[src/rtl/constant_multiplier_pkg.sv]
// Shared parameters for the log-domain constant scaler.
// Holds default widths and the coefficient as a list of shift terms.
package constant_multiplier_pkg;

    localparam int OUTPUT_BUF_DATASIZE = 32;
    localparam int W_DEF = OUTPUT_BUF_DATASIZE;
    localparam int FRAC_DEF = 16;

    // Coefficient 1.0111b = sum of (x >> s) over these shifts.
    localparam int COEF_TERMS = 4;
    localparam int COEF_SHIFTS [COEF_TERMS] = '{0, 2, 3, 4};

    // Coefficient scaled by 16, used for the headroom check.
    function automatic int coef_x16();
        int acc;
        acc = 0;
        for (int i = 0; i < COEF_TERMS; i++) begin
            acc = acc + (16 >> COEF_SHIFTS[i]);
        end
        return acc;
    endfunction

endpackage

[src/rtl/constant_multiplier_if.sv]
// Data bundle of the constant multiplier.
// Ports: in (operand), leading_one_pos, one_hot, out (results).
interface constant_multiplier_if
    import constant_multiplier_pkg::*;
#(
    parameter int W = W_DEF
);
    logic [W-1:0] in;
    logic [W-1:0] leading_one_pos;
    logic [W-1:0] one_hot;
    logic [W-1:0] out;

    modport master (
        output in,
        input  leading_one_pos,
        input  one_hot,
        input  out
    );

    modport slave (
        input  in,
        output leading_one_pos,
        output one_hot,
        output out
    );
endinterface

[src/rtl/leading_one_detector.sv]
// Combinational priority encoder for the most significant set bit.
// Ports: din in, pos = index (zero-extended), one_hot = 1<<pos or 0.
module leading_one_detector #(
    parameter int W = 32
) (
    input  logic [W-1:0] din,
    output logic [W-1:0] pos,
    output logic [W-1:0] one_hot
);

    // Ascending scan: the highest set bit is the last one to win.
    always_comb begin
        pos = '0;
        one_hot = '0;
        for (int i = 0; i < W; i++) begin
            if (din[i]) begin
                pos = W'(i);
                one_hot = '0;
                one_hot[i] = 1'b1;
            end
        end
    end

endmodule

[src/rtl/constant_multiplier.sv]
// Two-stage Mitchell log2 of an unsigned word, scaled by 1.4375.
// Ports: clk, rst (sync, active-high), bus (slave: in -> lop/one_hot/out).
module constant_multiplier
    import constant_multiplier_pkg::*;
#(
    parameter int W = W_DEF,
    parameter int FRAC = FRAC_DEF
) (
    input  logic clk,
    input  logic rst,
    constant_multiplier_if.slave bus
);

    // Integer part of the scaled log must fit in W-FRAC bits.
    if (!((coef_x16() * (W - 1)) / 16 + 1 < (1 << (W - FRAC)))) begin : g_width_chk
        $error("constant_multiplier: W-FRAC too small for scaled log");
    end

    logic [W-1:0] lod_pos;
    logic [W-1:0] lod_oh;

    logic [W-1:0] p_d, p_q;
    logic [W-1:0] one_hot_d, one_hot_q;
    logic [W-1:0] in_d, in_q;
    logic [W-1:0] log_d, log_q;
    logic [W-1:0] norm;
    logic [W-1:0] frac;
    logic [W-1:0] out_w;

    leading_one_detector #(
        .W (W)
    ) u_lod (
        .din     (bus.in),
        .pos     (lod_pos),
        .one_hot (lod_oh)
    );

    always_comb begin
        p_d = lod_pos;
        one_hot_d = lod_oh;
        in_d = bus.in;
        // Leading one lands at W-1; dropping it leaves the fraction on top.
        norm = in_q << (W'(W - 1) - p_q);
        frac = (norm << 1) >> (W - FRAC);
        log_d = (p_q << FRAC) | frac;
    end

    // Each shifted term truncates on its own.
    always_comb begin
        out_w = '0;
        for (int i = 0; i < COEF_TERMS; i++) begin
            out_w = out_w + (log_q >> COEF_SHIFTS[i]);
        end
    end

    always_ff @(posedge clk) begin
        if (rst) begin
            p_q <= '0;
            one_hot_q <= '0;
            in_q <= '0;
            log_q <= '0;
        end else begin
            p_q <= p_d;
            one_hot_q <= one_hot_d;
            in_q <= in_d;
            log_q <= log_d;
        end
    end

    assign bus.leading_one_pos = p_q;
    assign bus.one_hot = one_hot_q;
    assign bus.out = out_w;

endmodule

[src/flat_wrapper.sv]
// flat-port wrapper written by rule: the top's interface ports become plain ports
module constant_multiplier_flat import constant_multiplier_pkg::*;
#(
    parameter int W = W_DEF,
    parameter int FRAC = FRAC_DEF
)
  (clk, rst, bus_in, bus_leading_one_pos, bus_one_hot, bus_out);
  constant_multiplier_if #(.W(W)) bus_i ();
  input  logic clk;
  input  logic rst;
  input wire logic [$bits(bus_i.in)-1:0] bus_in;
  output wire logic [$bits(bus_i.leading_one_pos)-1:0] bus_leading_one_pos;
  output wire logic [$bits(bus_i.one_hot)-1:0] bus_one_hot;
  output wire logic [$bits(bus_i.out)-1:0] bus_out;
  assign bus_i.in = bus_in;
  assign bus_leading_one_pos = bus_i.leading_one_pos;
  assign bus_one_hot = bus_i.one_hot;
  assign bus_out = bus_i.out;
  constant_multiplier #(.W(W), .FRAC(FRAC)) u_core (.clk(clk), .rst(rst), .bus(bus_i));
endmodule
[config.mk]
export PLATFORM = sky130hd
export DESIGN_NAME = constant_multiplier_flat
export DESIGN_NICKNAME = d
export VERILOG_FILES = /design/src/rtl/constant_multiplier_pkg.sv /design/src/rtl/constant_multiplier_if.sv /design/src/rtl/leading_one_detector.sv /design/src/rtl/constant_multiplier.sv /design/src/flat_wrapper.sv
export SDC_FILE = /design/constraint.sdc
export NUM_CORES = 1
export LEC_CHECK = 0
export CORE_UTILIZATION = 62
export CTS_BUF_LIST = sky130_fd_sc_hd__clkbuf_8
export DETAILED_ROUTE_END_ITERATION = 16
export PLACE_DENSITY = 0.95
export SLEW_MARGIN = 20
export SYNTH_ARGS = -nofsm -noshare
export SYNTH_HDL_FRONTEND = slang
export SYNTH_HIERARCHICAL = 1
export SYNTH_SLANG_ARGS = --single-unit
[constraint.sdc]
create_clock -name clk -period 5.4 [get_ports clk]
set_clock_uncertainty 0.05 [all_clocks]
set_input_delay 0.54 -clock clk [delete_from_list [all_inputs] [get_ports clk]]
set_output_delay 0.54 -clock clk [all_outputs]
set_load 0.02 [all_outputs]
==> results.cfg <==
[cells_and_area]
multi_input_area_mm2 = 0.006067
n_fill_cell = 990
fin_nets = 1273
drive_above_1_share_pct = 8.117
diodes = 0
layout_commonest_cell = dfxtp_1
areaGrowthSynthToFinish_pct = 18.17
seqCellArea_mm2 = 0.002544
final_cell_mix = 126 x dfxtp_1, 124 x clkdlybuf4s50_1, 119 x nor2b_1
design_area_mm2 = 0.01099

[floorplan]
die_area_mm2 = 0.01550
core_area_mm2 = 0.01459
die_w_um = 124.5
start_util_pct = 63.77
ios = 130
rows = 44
die_y_um = 124.5

[setup_path]
cp-end-kind = output port
r2r_start = u_core/bus.leading_one_pos[6]
critical_path.slowest_cell = clkdlybuf4s50_1
worstSetupPathType = register to output port
critPathRequiredTime_ps = 4810
crit_path_start_kind = register
crit_path_cell_trace = inv_1 -> fa_1 -> fa_1 -> inv_1 -> ha_1 -> o21ai_0 -> a211o_1 -> a31oi_2 -> buf_4 -> o21a_1 -> o21ai_1 -> a22oi_2 -> nor4_1 -> a211o_1 -> clkdlybuf4s50_1
cp_max_fo = 6
cp_num_buf_inv = 4
rr_endpoint = u_core/log_q[7]
cp_slowest_stage_delay_ps = 540
rr_worst_depth = 10
r2r_setup_slack_ps = 1980
crit_family = adder cells
critical_path_arrival_ps = 4580

[global_routing]
overflow = 0
antenna_found_initial = 0
grt_pass1_wl_um = 34240
grtUsageTotal_pct = 26.95
grt_pass1_vias = 7307
grt_max_degree = 108

[detailed_routing]
drc_errors = 0
dr.first_iter.drc_count = 459
routed_via_density = 5.651
wire_per_inst_um = 15.47
ant_nets = 0
dr_total_vias = 7583
wirelength_um = 20760
drtPass1Iterations = 7

[timing]
setup-tns-final_ps = 0
rsz0062_at_grt = false
slew_violations = 0
period_needed_ps = 5166
fmax_mhz = 193.6
period_share_pct = 95.66
hold_viol = 0
setup_violations = 0
worst_pin_slew_ps = 1020
slew_headroom_pct = 32.03

[synth]
ys_seq_area_share_pct = 27.33
post_synth.cell_area_avg_um2 = 8.912
async_flop_share_pct = 0
syn_inst = 1044
yosysWarnings = 6
synth_edf_count = 0
ys_types = 74
ys_seq_elements = 127
syn_area_mm2 = 0.009304
ys.flop_type = dfxtp_1

[worst_hold_path]
hold_path_end = u_core/log_q[20]
hold_class = input pin to register
worstHoldStart = rst
hold-path-cell-count = 2

[power]
p_switching_mw = 0.7524
power_frac_clock_pct = 34.1
combPwrFrac_pct = 25.9
total_leakage_power_nw = 4.647
max-vdd-ir-drop_mv = 0.1965
swShare_pct = 29.85
power_frac_seq_pct = 40.0
p_int_mw = 1.768
powerDensity_mw_per_mm2 = 229.3

[clocking]
cts_hold_buf = 0
numCtsBuffers = 17
cts_root_buf = clkbuf_8
cts_buffer_depth = 2
cts_max_level = 4
cts_tree = built
clock_latency_ps = 430
cts_setup_buffers = 0
clkTransAtPathRegs_ps = 70
clock-sinks = 127

[placement]
dp_hpwl_um = 15610
placed_area_mm2 = 0.01050
port_buffers = 129
finalWeightedCongestion = 0.8656

[status]
status = completed

[job]
maxCapViolCount = 0
state kept, by name (all words and copies together), names as in the netlist:
signal,cells
u_core/bus.one_hot,32
u_core/bus.leading_one_pos,32
u_core/in_q,31
u_core/log_q,32
Yosys cell counts, types with 6 or more instances:
library cell / number / area (µm²)
dfxtp_1: 127 / 2542
nor2b_1: 119 / 744.5
inv_1: 106 / 397.9
nor2_1: 77 / 289.0
fa_1: 57 / 1141
a21oi_1: 52 / 260.3
mux2i_1: 45 / 450.4
nand2_1: 45 / 168.9
buf_4: 44 / 330.3
o21ai_0: 40 / 200.2
ha_1: 36 / 450.4
clkbuf_1: 25 / 93.84
nor3_1: 18 / 90.09
xnor2_1: 18 / 157.7
mux2_2: 14 / 157.7
nand3_1: 14 / 70.07
nor4_1: 13 / 81.33
nand2b_1: 12 / 75.07
a211oi_1: 11 / 82.58
and3_1: 11 / 68.82
xor2_1: 11 / 96.34
mux4_2: 9 / 202.7
a21o_1: 7 / 52.55
and2_1: 7 / 43.79
o211ai_1: 7 / 52.55
o21bai_1: 7 / 52.55
or3_1: 7 / 43.79
nand4_1: 6 / 37.54
nor3b_1: 6 / 45.04
how the worst max path moves through the flow:
| stage | slack [ps] | to | depth (start not counted) | start |
|---|---|---|---|---|
| floorplan | 1210 | bus_out[31] | 15 | u_core/log_q[3] |
| detailed placement | 240 | bus_out[31] | 16 | u_core/log_q[4] |
| global route | 5 | bus_out[29] | 16 | u_core/log_q[4] |
| finish | 230 | bus_out[20] | 15 | u_core/log_q[6] |
| CTS | 10 | bus_out[30] | 14 | u_core/log_q[6] |
| global placement | 460 | bus_out[29] | 14 | u_core/log_q[17] |
per-layer routing:
layer,GRT usage (%),wire (µm),vias up,share of wire (%)
li1,-,-,3695,-
met1,33.18,8804,3551,42
met2,46.67,10390,286,50
met3,5.455,1113,51,5.4
met4,9.426,457,0,2.2
met5,0,0,-,0
stage by stage:
step                      power, mW  util (%)  cells  setup WS (ps)  hold WS, ps
after global routing          2.640     75.36   1342          5.441        259.6
final                         2.521     75.36   1342          234.1        281.5
after CTS                     2.527     74.93   1342          13.66        263.7
after detailed placement      1.666     71.98   1311          240.6        446.6
after global placement        1.647     71.98   1311          456.9        434.5
after floorplan               1.466         -   1070           1215        410.7
cell type report:
cell class / instances / area share [%]
multi-input combinational: 760 / 55.18
clock buffer: 18 / 2.253
sequential: 127 / 23.14
inverter: 106 / 3.619
clock inverter: 13 / 1.559
tap: 184 / 2.094
timing repair buffer: 134 / 12.15
power groups by stage:
stage	combinational (mW)	sequential [mW]	clock, mW
after floorplan	0.446	1.02	0
after global placement	0.620	1.03	0
after detailed placement	0.637	1.03	0
after CTS	0.644	1.01	0.874
after global routing	0.708	1.01	0.918
final	0.653	1.01	0.859
cells by family after synthesis:
group	after synthesis	share of synthesized area, %
simple gates	367	22.51
buf+inv	183	9.198
compound gates	176	12.37
flops	127	27.33
fa+ha+maj	93	17.11
mux	68	8.714
xor+xnor	29	2.730
other cells	1	0.04031
timing repair:
item / 4_1_cts / 5_1_grt
gates resized for setup: 3 / 18
pin swaps: 0 / 1
endpoints found under the setup margin: 3 / 9
(Power assumes the default switching activity.)
